<file path="config.mk">
export PLATFORM = sky130hd
export DESIGN_NAME = control_unit
export DESIGN_NICKNAME = d
export VERILOG_FILES = /design/src/rtl/control_unit_pkg.sv /design/src/rtl/control_unit_select_encode.sv /design/src/rtl/control_unit.sv
export SDC_FILE = /design/constraint.sdc
export NUM_CORES = 1
export LEC_CHECK = 0
export CAP_MARGIN = 40
export CORE_UTILIZATION = 35
export CTS_CLUSTER_SIZE = 10
export DETAILED_ROUTE_END_ITERATION = 10
export PLACE_DENSITY = 0.9
export SKIP_CTS_REPAIR_TIMING = 1
export SLEW_MARGIN = 10
export SYNTH_ARGS = -nofsm -noshare
export SYNTH_HDL_FRONTEND = slang
export SYNTH_SLANG_ARGS = --single-unit
export TNS_END_PERCENT = 30
</file>
<file path="constraint.sdc">
create_clock -name clock -period 3.4 [get_ports clock]
set_clock_uncertainty 0.2 [all_clocks]
set_input_delay 0.34 -clock clock [delete_from_list [all_inputs] [get_ports clock]]
set_output_delay 0.34 -clock clock [all_outputs]
set_load 0.02 [all_outputs]
</file>
<file path="src/rtl/control_unit_pkg.sv">
// Shared definitions for the Mini-SRC hardwired control unit: opcodes, ALU codes,
// IR field positions, sequencer states and the per-state control word.
package mini_src_pkg;

    localparam logic [4:0] OP_LD   = 5'b00000;
    localparam logic [4:0] OP_ST   = 5'b00010;
    localparam logic [4:0] OP_ADD  = 5'b00011;
    localparam logic [4:0] OP_SUB  = 5'b00100;
    localparam logic [4:0] OP_AND  = 5'b00101;
    localparam logic [4:0] OP_OR   = 5'b00110;
    localparam logic [4:0] OP_ADDI = 5'b01100;
    localparam logic [4:0] OP_NOP  = 5'b11010;
    localparam logic [4:0] OP_HALT = 5'b11011;

    localparam logic [4:0] ALU_NONE = 5'b00000;
    localparam logic [4:0] ALU_ADD  = 5'b00011;

    localparam int OP_MSB = 31;
    localparam int OP_LSB = 27;
    localparam int RA_MSB = 26;
    localparam int RA_LSB = 23;
    localparam int RB_MSB = 22;
    localparam int RB_LSB = 19;
    localparam int RC_MSB = 18;
    localparam int RC_LSB = 15;
    localparam int C_MSB  = 18;

    typedef enum logic [3:0] {
        T0, T1, T2, T3, T4, T5, T6, T7, HALT
    } state_t;

    typedef enum logic [2:0] {
        CLS_ALU, CLS_ADDI, CLS_LD, CLS_ST, CLS_NOP, CLS_HALT
    } op_class_t;

    typedef struct packed {
        logic       pc_out;
        logic       pc_in;
        logic       mar_in;
        logic       inc_pc;
        logic       z_in;
        logic       zlow_out;
        logic       mdr_out;
        logic       mdr_in;
        logic       ir_in;
        logic       y_in;
        logic       c_out;
        logic       read;
        logic       write;
        logic       gra;
        logic       grb;
        logic       grc;
        logic       r_in;
        logic       r_out;
        logic       ba_out;
        logic [4:0] alu;
    } ctrl_t;

    // Unlisted opcodes fall into the nop class so they fetch and retire harmlessly.
    function automatic op_class_t classify(input logic [4:0] op);
        op_class_t cls;
        case (op)
            OP_ADD, OP_SUB, OP_AND, OP_OR: cls = CLS_ALU;
            OP_ADDI:                       cls = CLS_ADDI;
            OP_LD:                         cls = CLS_LD;
            OP_ST:                         cls = CLS_ST;
            OP_HALT:                       cls = CLS_HALT;
            default:                       cls = CLS_NOP;
        endcase
        return cls;
    endfunction

endpackage

</file>
<file path="src/rtl/control_unit_select_encode.sv">
// Register select logic: picks Ra/Rb/Rc by Gra>Grb>Grc priority, decodes it to
// one-hot load/drive enables, and sign-extends the 19-bit constant field.
module select_encode
    import mini_src_pkg::*;
(
    input  logic [31:0] ir,
    input  logic        Gra,
    input  logic        Grb,
    input  logic        Grc,
    input  logic        Rin,
    input  logic        Rout,
    input  logic        BAout,
    output logic [15:0] R_in,
    output logic [15:0] R_out,
    output logic        r0_zero,
    output logic [31:0] c_sext
);

    logic [3:0]  sel;
    logic        any_sel;
    logic [15:0] onehot;
    logic        unused_op_bits;

    always_comb begin
        sel = 4'd0;
        if (Gra) begin
            sel = ir[RA_MSB:RA_LSB];
        end else if (Grb) begin
            sel = ir[RB_MSB:RB_LSB];
        end else if (Grc) begin
            sel = ir[RC_MSB:RC_LSB];
        end
    end

    // No select line means no register is addressed, so the decode stays empty.
    assign any_sel = Gra | Grb | Grc;
    assign onehot  = any_sel ? (16'h0001 << sel) : 16'h0000;

    assign R_in    = onehot & {16{Rin}};
    assign R_out   = onehot & {16{Rout | BAout}};
    assign r0_zero = BAout & any_sel & (sel == 4'd0);
    assign c_sext  = {{13{ir[C_MSB]}}, ir[C_MSB:0]};

    assign unused_op_bits = ^ir[OP_MSB:OP_LSB];

endmodule

</file>
<file path="src/rtl/control_unit.sv">
// Mini-SRC hardwired sequencer: T-state FSM stepping fetch and execute, with a
// Moore decode of state plus IR onto the datapath and memory controls.
module control_unit
    import mini_src_pkg::*;
(
    input  logic        clock,
    input  logic        clear,
    input  logic [31:0] ir,
    input  logic        mem_ack,
    input  logic        stop,
    output logic [15:0] R_in,
    output logic [15:0] R_out,
    output logic        r0_zero,
    output logic [31:0] c_sext,
    output logic        PCout,
    output logic        PCin,
    output logic        MARin,
    output logic        IncPC,
    output logic        Zin,
    output logic        Zlowout,
    output logic        MDRout,
    output logic        MDRin,
    output logic        IRin,
    output logic        Yin,
    output logic        Cout,
    output logic        Read,
    output logic        Write,
    output logic        Zhighout,
    output logic        HIin,
    output logic        HIout,
    output logic        LOin,
    output logic        LOout,
    output logic [4:0]  ALU_Control,
    output logic        run
);

    state_t     state;
    state_t     next_state;
    ctrl_t      ctl;
    ctrl_t      ctl_q;
    op_class_t  cls;
    logic [4:0] opcode;
    logic [31:0] c_raw;

    assign opcode = ir[OP_MSB:OP_LSB];
    assign cls    = classify(opcode);

    always_ff @(posedge clock) begin
        if (clear) begin
            state <= T0;
        end else begin
            state <= next_state;
        end
    end

    // Memory handshake: a memory state (T1, ld T6, st T7) holds its controls
    // steady and advances only on an edge where mem_ack=1; elsewhere mem_ack is ignored.
    always_comb begin
        ctl        = '0;
        next_state = state;
        case (state)
            T0: begin
                if (stop) begin
                    next_state = HALT;
                end else begin
                    ctl.pc_out = 1'b1;
                    ctl.mar_in = 1'b1;
                    ctl.inc_pc = 1'b1;
                    ctl.z_in   = 1'b1;
                    next_state = T1;
                end
            end
            T1: begin
                ctl.zlow_out = 1'b1;
                ctl.pc_in    = 1'b1;
                ctl.read     = 1'b1;
                ctl.mdr_in   = 1'b1;
                if (mem_ack) next_state = T2;
            end
            T2: begin
                ctl.mdr_out = 1'b1;
                ctl.ir_in   = 1'b1;
                case (cls)
                    CLS_NOP:  next_state = T0;
                    CLS_HALT: next_state = HALT;
                    default:  next_state = T3;
                endcase
            end
            T3: begin
                ctl.grb  = 1'b1;
                ctl.y_in = 1'b1;
                if (cls == CLS_LD || cls == CLS_ST) begin
                    ctl.ba_out = 1'b1;
                end else begin
                    ctl.r_out = 1'b1;
                end
                next_state = T4;
            end
            T4: begin
                ctl.z_in = 1'b1;
                if (cls == CLS_ALU) begin
                    ctl.grc   = 1'b1;
                    ctl.r_out = 1'b1;
                    ctl.alu   = opcode;
                end else begin
                    ctl.c_out = 1'b1;
                    ctl.alu   = ALU_ADD;
                end
                next_state = T5;
            end
            T5: begin
                ctl.zlow_out = 1'b1;
                if (cls == CLS_LD || cls == CLS_ST) begin
                    ctl.mar_in = 1'b1;
                    next_state = T6;
                end else begin
                    ctl.gra    = 1'b1;
                    ctl.r_in   = 1'b1;
                    next_state = T0;
                end
            end
            T6: begin
                ctl.mdr_in = 1'b1;
                if (cls == CLS_LD) begin
                    ctl.read = 1'b1;
                    if (mem_ack) next_state = T7;
                end else if (cls == CLS_ST) begin
                    // Read stays low so MDR captures the bus driven by Ra.
                    ctl.gra    = 1'b1;
                    ctl.r_out  = 1'b1;
                    next_state = T7;
                end else begin
                    ctl.mdr_in = 1'b0;
                    next_state = T0;
                end
            end
            T7: begin
                if (cls == CLS_LD) begin
                    ctl.mdr_out = 1'b1;
                    ctl.gra     = 1'b1;
                    ctl.r_in    = 1'b1;
                    next_state  = T0;
                end else if (cls == CLS_ST) begin
                    ctl.write = 1'b1;
                    if (mem_ack) next_state = T0;
                end else begin
                    next_state = T0;
                end
            end
            HALT: begin
                next_state = HALT;
            end
            default: begin
                next_state = T0;
            end
        endcase
    end

    // clear overrides everything combinationally; HALT already decodes to all zeros.
    assign ctl_q = clear ? '0 : ctl;

    select_encode u_select_encode (
        .ir      (ir),
        .Gra     (ctl_q.gra),
        .Grb     (ctl_q.grb),
        .Grc     (ctl_q.grc),
        .Rin     (ctl_q.r_in),
        .Rout    (ctl_q.r_out),
        .BAout   (ctl_q.ba_out),
        .R_in    (R_in),
        .R_out   (R_out),
        .r0_zero (r0_zero),
        .c_sext  (c_raw)
    );

    assign c_sext      = (clear || state == HALT) ? 32'h0 : c_raw;
    assign run         = !clear && (state != HALT);

    assign PCout       = ctl_q.pc_out;
    assign PCin        = ctl_q.pc_in;
    assign MARin       = ctl_q.mar_in;
    assign IncPC       = ctl_q.inc_pc;
    assign Zin         = ctl_q.z_in;
    assign Zlowout     = ctl_q.zlow_out;
    assign MDRout      = ctl_q.mdr_out;
    assign MDRin       = ctl_q.mdr_in;
    assign IRin        = ctl_q.ir_in;
    assign Yin         = ctl_q.y_in;
    assign Cout        = ctl_q.c_out;
    assign Read        = ctl_q.read;
    assign Write       = ctl_q.write;
    assign ALU_Control = ctl_q.alu;

    assign Zhighout    = 1'b0;
    assign HIin        = 1'b0;
    assign HIout       = 1'b0;
    assign LOin        = 1'b0;
    assign LOout       = 1'b0;

endmodule

</file>
======== After elaboration in Yosys (flattened, before gate mapping) ========
Memory sizes are Yosys's and may differ from the RTL's.
Index checks and enable logic that the tools add are counted.
word-level totals
  bits in read-only memories .............. 96
  flip-flop bits (word level) ............. 4
  output and inout bits ................... 89
  input port bits ......................... 36
  memories ................................ 1
  word-level logic and storage cells ...... 82
operators by class
  eq/ne operators ......................... 16
  muxes and demuxes ....................... 47
  shift operators ......................... 1
  reductions and logical operators ........ 9
  bitwise operators ....................... 7
memories
  name             depth  width  rd ports  clocked after Yosys merged registers in  write ports  RTL line                RTL
  (no name shown)  32     3      1         0                                        0            control_unit_pkg.sv:62  case (op)
operators with widths
  kind                    number
  $mux W4                 10
  $pmux W4 S9             1
  $and A16 B16 Y16        2
  $mux W32                1
  $mux W24                1
  $mux W1                 19
  $eq A4 B3 Y1 const B    4
  $mux W16                1
  $shl A1 B4 Y16 const A  1
  $pmux W1 S2             6
  $mux W5                 2
  $mux W3                 3
  $eq A4 B2 Y1 const B    2
  $logic_not A4 Y1        2
  $ne A4 B4 Y1 const B    2
  $pmux W4 S2             1
  $eq A3 B2 Y1 const B    2
  $eq A3 B3 Y1 const B    2
  $pmux W1 S3             2
  $eq A4 B1 Y1 const B    1
  $eq A4 B4 Y1 const B    1
  $logic_not A3 Y1        1
  $ne A3 B3 Y1 const B    1
  $or A1 B1 Y1            3
  7 further kinds         9

======== Depth between registers and ports, before layout ========
Gate-level depths: netlist (run 1).
An unclocked memory read counts as a cell.
  depth after elaboration ................. 12
  gate-level depth with buffers ........... 9
  depth with buffers taken out ............ 7

======== By module ========
Synthesis (run 1) repeated with hierarchy kept, for this count alone.
second synthesis, totals
  cell total of the unflattened synthesis .. 268
  area, all modules ....................... 1846.8 um2
by module, submodules not included
  module         area an instance (um2)  cells each  instances  seq. area each (um2)
  control_unit   969.7                   155         1          80.1
  select_encode  877.1                   113         1          0.0

======== Worst setup path before layout (run 1) ========
OpenSTA, ideal clock, no wires.
  path kind ............................... input port to output port
  from .................................... input port ir[30]
  to ...................................... output port R_in[1]
  path buffers ............................ 3
  path slack .............................. 0.304 ns
  stages .................................. 9
  data required time ...................... 2.860 ns
  arrival time ............................ 2.556 ns
  cells stage by stage .................... buf_2 -> or4_1 -> buf_2 -> nor2_4 -> nand4_2 -> and2_4 -> buf_6 -> or3_1 -> a211oi_1
on the way
  word-level cells in the longest chain between the ends .. 11
  elaborated cells on any way between the ends .. 22
  classes of those cells .................. 2 x eq/ne; 1 x shift; 13 x mux; 3 x bitwise; 2 x reduce/logical; 1 x memory
ends and longest elaborated chain
  item                                                  RTL line                          RTL
  from (decl)                                           control_unit.sv:8                 input logic [31:0] ir,
  $mem_v2 Z32 W3 (*)                                    n/a
  branches (longest 3 deep; another with $eq A3 B2 Y1)  n/a
  $mux W24 (*)                                          control_unit.sv:160               assign ctl_q = clear ? '0 : ctl;
  $mux W4                                               control_unit_select_encode.sv:30  end else if (Grc) begin
  $mux W4                                               control_unit_select_encode.sv:28  end else if (Grb) begin
  $mux W4                                               control_unit_select_encode.sv:26  if (Gra) begin
  $shl A1 B4 Y16                                        control_unit_select_encode.sv:37  assign onehot = any_sel ? (16'h0001 << sel) : 16'h0000;
  $mux W16                                              control_unit_select_encode.sv:37
  $and A16 B16 Y16 (*)                                  control_unit_select_encode.sv:39  assign R_in = onehot & {16{Rin}};
  to (decl)                                             control_unit.sv:11                output logic [15:0] R_in,
Every way passes the cells marked *.

======== Worst setup path after layout (run 1) ========
  from .................................... input port ir[30]
  to ...................................... output port R_out[6]
on the way
  word-level cells in the longest chain between the ends .. 11
  elaborated cells on any way between the ends .. 25
  classes of those cells .................. 2 x eq/ne; 1 x shift; 15 x mux; 4 x bitwise; 2 x reduce/logical; 1 x memory
ends and longest elaborated chain
  item                                                  RTL line                          RTL
  $mem_v2 Z32 W3 (*)                                    n/a
  branches (longest 3 deep; another with $eq A3 B2 Y1)  n/a
  $mux W24 (*)                                          control_unit.sv:160
  $mux W4                                               control_unit_select_encode.sv:30
  $mux W4                                               control_unit_select_encode.sv:28
  $mux W4                                               control_unit_select_encode.sv:26
  $shl A1 B4 Y16                                        control_unit_select_encode.sv:37
  $mux W16                                              control_unit_select_encode.sv:37
  $and A16 B16 Y16 (*)                                  control_unit_select_encode.sv:40  assign R_out = onehot & {16{Rout | BAout}};
  to (decl)                                             control_unit.sv:12                output logic [15:0] R_out,
Marked as above.

==> out/qor.yml, run 1 <==
outcome:
  outcome: "finished, violations left"
  violations: "DRC"
min_path:
  holdPathStages: 3
  holdCritStartpoint: "state[2]"
  hold_end: "state[2]"
  hold_class: "register to register"
worst_setup_path:
  reg2reg_slack_ns: 1.50
  ff2ff_path_depth: 6
  crit_type: "input port to output pin"
  worstReg2RegStart: "state[1]"
  cp-end-kind: "output pin"
  startpoint_type: "input port"
  r2r_end: "state[0]"
  worstPathMaxFanout: 7
  crit_required_ns: 2.86
  worst-endpoint-arrival_ns: 2.80
routing:
  drt_first_pass_iters: 8
  vias_per_cell: 5.54
  drc: 26
  wl_per_cell_um: 15.1
  drtIter0Drc: 228
  num_vias: 2594
  drt.antenna.violating_nets: 0
  finalWirelength_um: 7050
synthesis:
  synth_cell_types: 52
  synth_seq_area_share_pct: 4.85
  netlist_area_um2: 1650
  syn_avg_cell_area_um2: 6.07
  ys.flop_type: "dfxtp_1"
  async_flop_share_pct: 0
  ys_warn_count: 0
  synth_seq_cells: 4
  synth-edff-count: 0
  synthCells: 272
global_route:
  grt_pass1_vias: 2278
  grt_max_degree: 23
  grt_pass1_wl_um: 11000
  antenna_found_initial: 0
  track_usage_pct: 26.8
  gr-total-overflow: 0
power_and_ir_drop:
  p_switching_uw: 170
  swShare_pct: 39.1
  pwr-share-seq_pct: 12.7
  p_per_area_nw_per_um2: 139
  intPower_uw: 265
  power.total_uw: 434
  pwr-share-clk_pct: 22.8
  vdd_drop_max_v: 0.000254
  power_frac_comb_pct: 64.5
  p_leak_uw: 0.00147
die:
  dieArea_um2: 4990
  die_y_um: 70.7
  die_w_um: 70.7
  std_cell_rows: 24
  ios: 125
  start_util_pct: 37.1
  core-area_um2: 4440
finish:
  drive_gt1_share_pct: 24.3
  fill_cells: 343
  syn2layout_area_growth_pct: 88.9
  largest_reg_flops: 4
  multiInputGateArea_um2: 1360
  top_regs: "state: 4 flops"
  fin_area_um2: 3120
  seqCellArea_um2: 81.3
  nets: 454
  diodes: 0
  top_register: "state"
  fin_cells: 468
timing:
  max_freq_ghz: 0.299
  finalHoldViolations: 0
  worst_slack_ns: 0.0601
  fin_hold_ws_ns: 0.514
  rsz0062_at_grt: "yes"
  drv_slew: 0
  setup_viol: 0
  fin_crit_ns: 3.34
  period_share_pct: 98.2
clock_network:
  cts_tree: "done"
  cts.htree.levels: 1
  root_buffer: "clkbuf_8"
  worstSkewPairLatency_ns: 0.22
  clock-sinks: 4
  cts_buffers: 3
  cts.clk_slew.worst_paths_ns: 0.03
  clock_path_buffers: 2
placed_design:
  gp_congestion: 0.922
  dpl_cell_area_um2: 3090
  preCtsSetupSlack_ns: -0.396
  hpwlAfterDp_um: 5610
  port_buffers: 117
  dpl.cell_count: 463
flow_run:
  maxCapViolations: 0
-- through the flow --
| step | setup TNS [ns] | utilization (%) |
|---|---|---|
| floorplan | 0 | - |
| global placement | -7.96 | 69.5 |
| detailed placement | -9.59 | 69.5 |
| CTS | -9.96 | 70.4 |
| global route | -0.159 | 70.1 |
| finish | 0 | 70.1 |
-- cells by family (layout without fill, tap and decap cells) --
logic type / count (synthesis) / in the layout / share of synthesized area (%)
AO/OA/AOI/OAI: 71 / 71 / 31.4
buffers and inverters: 48 / 186 / 16.3
flip-flops: 4 / 4 / 4.85
multiplexers: 1 / 1 / 0.682
other: 1 / 7 / 0.227
AND/OR/NAND/NOR: 147 / 147 / 46.6
-- cell type report --
type / instances / share of cell area (%)
well taps: 52 / 2.09
multi-input cells: 226 / 43.7
repair buffers: 171 / 48.8
clock buffers: 3 / 1.32
inverters: 12 / 1.45
flip-flops and latches: 4 / 2.61
-- cell usage after synthesis, types with 4 or more instances --
master	number	area share, %
dfxtp_1	4	4.9
buf_4	21	9.6
nor4_1	5	1.9
or3_1	6	2.3
a21oi_1	19	5.8
nand3_1	4	1.2
inv_1	12	2.7
nand3b_1	4	1.8
nor3_1	12	3.6
nand2b_1	14	5.3
or2_2	5	1.9
o21ai_0	6	1.8
a31oi_1	7	2.7
and2_1	22	8.3
o21ai_1	4	1.2
clkbuf_1	10	2.3
o32a_1	4	2.4
a211oi_1	7	3.2
nor2_1	48	11
nand2_1	17	3.9
-- worst max-delay path, stage by stage --
cell,delay [ns]
clkdlybuf4s50_1,0.46
buf_4,0.18
or4_1,0.46
a211o_1,0.28
a21oi_1,0.23
a21o_1,0.20
nand2_1,0.11
buf_4,0.17
nor2_1,0.16
clkbuf_2,0.20
-- routing by layer --
metal,GRT usage [%],wire length [um]
met1,31.8,2740
met2,51.0,3620
met3,3.13,581
met4,6.44,114
met5,0,0
-- power by group through the flow --
stage	clock [uW]	sequential (uW)	combinational [uW]
final	99.0	55.1	280
after global routing	105	55.7	297
after CTS	102	54.6	276
after detailed placement	0	55.2	275
after global placement	0	55.1	270
after floorplan	0	52.4	153
-- worst max path at each step --
stage,to,depth (start not counted),startpoint,slack (ns)
after floorplan,R_in[1],9,ir[30],0.30
after CTS,R_in[4],8,ir[27],-0.41
after detailed placement,R_in[4],8,ir[29],-0.40
after global routing,R_in[11],10,ir[29],-0.05
final,R_out[6],10,ir[30],0.06
after global placement,R_in[5],7,ir[29],-0.32
-- placed cells by master (no fill, tap or decap), types with 7 or more instances in the layout --
cell type	Yosys	routed
clkdlybuf4s50_1	0	84
buf_4	21	53
nor2_1	48	48
and2_1	22	21
clkbuf_2	0	20
a21oi_1	19	19
nand2_1	17	17
nand2b_1	14	14
dlymetal6s2s_1	0	13
inv_1	12	12
nor3_1	12	12
conb_1	1	7
No activity file was read; power rests on OpenSTA's default activity.
==> inputs of run 2 (changes only) <==
Settings changed: CTS_CLUSTER_SIZE 10 to 20.
==> results of run 2 <==
The final DEF is identical to that of run 1; final timing and power are the same.
==> inputs of run 3 (changes only) <==
Settings changed: PLACE_DENSITY 0.9 to 0.87.
==> run 3 against run 2 <==
  * The flow finishes with violations (DRC, setup timing)
  * Hold slack got worse by 0.0031 ns
  * Fmax decreased by 7.6%
  * Via count decreased by 0.62%
  * Cell count decreased by 0.43%
  * Highest routed layer unchanged
  * Non-clock buffer count decreased by 2
  * Worst setup slack got worse by 0.28 ns
==> out/qor.yml, run 3 (synthesis gave the netlist of run 1 again) <==
outcome:
  outcome: "finished, violations left"
  violations: "DRC, setup timing"
finish:
  top_register: "state"
  drive_gt1_share_pct: 21.5
  top_regs: "state: 4 flops"
  largest_reg_flops: 4
  nets: 452
  layout_commonest_cell: "clkdlybuf4s50_1"
  final_cell_mix: "clkdlybuf4s50_1 (86), buf_4 (52), nor2_1 (48)"
  diodes: 0
  syn2layout_area_growth_pct: 88.8
power_and_ir_drop:
  p_leak_uw: 0.00150
  p_per_area_nw_per_um2: 139
  power.total_uw: 432
  vdd_drop_max_v: 0.000341
placed_design:
  hpwlAfterDp_um: 5570
  gp_congestion: 0.930
  port_buffers: 117
routing:
  drtIter0Drc: 192
  drt_first_pass_iters: 11
  wl_per_cell_um: 14.9
  finalWirelength_um: 6960
  drt.antenna.violating_nets: 0
  drc: 26
  num_vias: 2578
  vias_per_cell: 5.53
die:
  ios: 125
  start_util_pct: 37.1
  core-area_um2: 4440
  std_cell_rows: 24
  die_w_um: 70.7
  dieArea_um2: 4990
  die_y_um: 70.7
timing:
  rsz0062_at_grt: "yes"
  period_share_pct: 106
  drv_slew: 0
  finalHoldViolations: 0
  max_freq_ghz: 0.277
  setup_viol: 2
  fin_hold_ws_ns: 0.511
  worst_slack_ns: -0.216
  fin_crit_ns: 3.62
worst_setup_path:
  crit_required_ns: 2.86
  cp-end-kind: "output pin"
  ff2ff_path_depth: 7
  startpoint_type: "input port"
  reg2reg_slack_ns: 1.47
  worstPathMaxFanout: 7
  crit_type: "input port to output pin"
  worst-endpoint-arrival_ns: 3.08
clock_network:
  root_buffer: "clkbuf_8"
  cts.htree.levels: 1
  cts.clk_slew.worst_paths_ns: 0.03
  cts_buffers: 3
  clock-sinks: 4
  clock_path_buffers: 2
  cts_tree: "done"
  worstSkewPairLatency_ns: 0.21
global_route:
  antenna_found_initial: 0
  grt_pass1_wl_um: 11000
  gr-total-overflow: 0
  grt_max_degree: 23
  met2_usage_pct: 50.6
  gr-max-usage-layer: "met2"
  grtUsageMet3_pct: 2.99
  grt_pass1_vias: 2341
  met1_usage_pct: 31.6
  track_usage_pct: 26.6
min_path:
  holdPathStages: 3
  hold_class: "register to register"
flow_run:
  maxCapViolations: 0
run 3: cell types whose count changed in the layout (fill, tap and decap cells not counted), sizes merged:
cell / change
clkdlybuf4s50: +2
dlymetal6s2s: +3
clkbuf: -7
run 3: path summary, 6_finish.rpt:
check / endpoint / startpoint
worst max-delay path: R_out[0] / ir[30]
worst min-delay path: state[2] / state[2]
worst max register to register: state[0] / state[1]
worst min register to register: state[2] / state[2]
run 3: critical path, cell delays in order:
cell and delay (ns):
clkdlybuf4s50_1 0.46, or4_4 0.56, nor2_4 0.14, nand4_2 0.13
and2_4 0.22, o32a_4 0.36, buf_4 0.15, nor2_1 0.10
clkdlybuf4s50_1 0.61
run 3: stage by stage:
stage	util, %	worst slack [ns]	instance area, um^2	cells	TNS (ns)
after floorplan	-	0.304	1670	278	0
after global placement	69.2	-0.246	3080	463	-6.82
after detailed placement	69.2	-0.375	3080	463	-9.13
after CTS	70.1	-0.377	3120	466	-9.20
after global routing	70.1	-0.372	3120	466	-0.907
final	70.1	-0.216	3120	466	-0.424
run 3: per-layer routing:
layer  part of all wire, %  up-vias
met2                    51      163
met1                    38     1183
met5                     0        -
li1                      -     1220
met3                   9.5       12
met4                   1.4        0
run 3: layout make-up:
cell class	instances	area [um^2]
Fill cell	380	1330
Multi-Input combinational cell	226	1360
Inverter	12	45.0
Sequential cell	4	80.1
Clock buffer	3	41.3
Tap cell	52	65.1
Timing Repair Buffer	169	1530
run 3: where the power goes:
part           leakage [uW]  internal [uW]  switching [uW]  total [uW]
registers         0.0000327           50.0            4.18        54.1
logic               0.00145            138             143         281
clock network     0.0000216           75.2            22.1        97.3
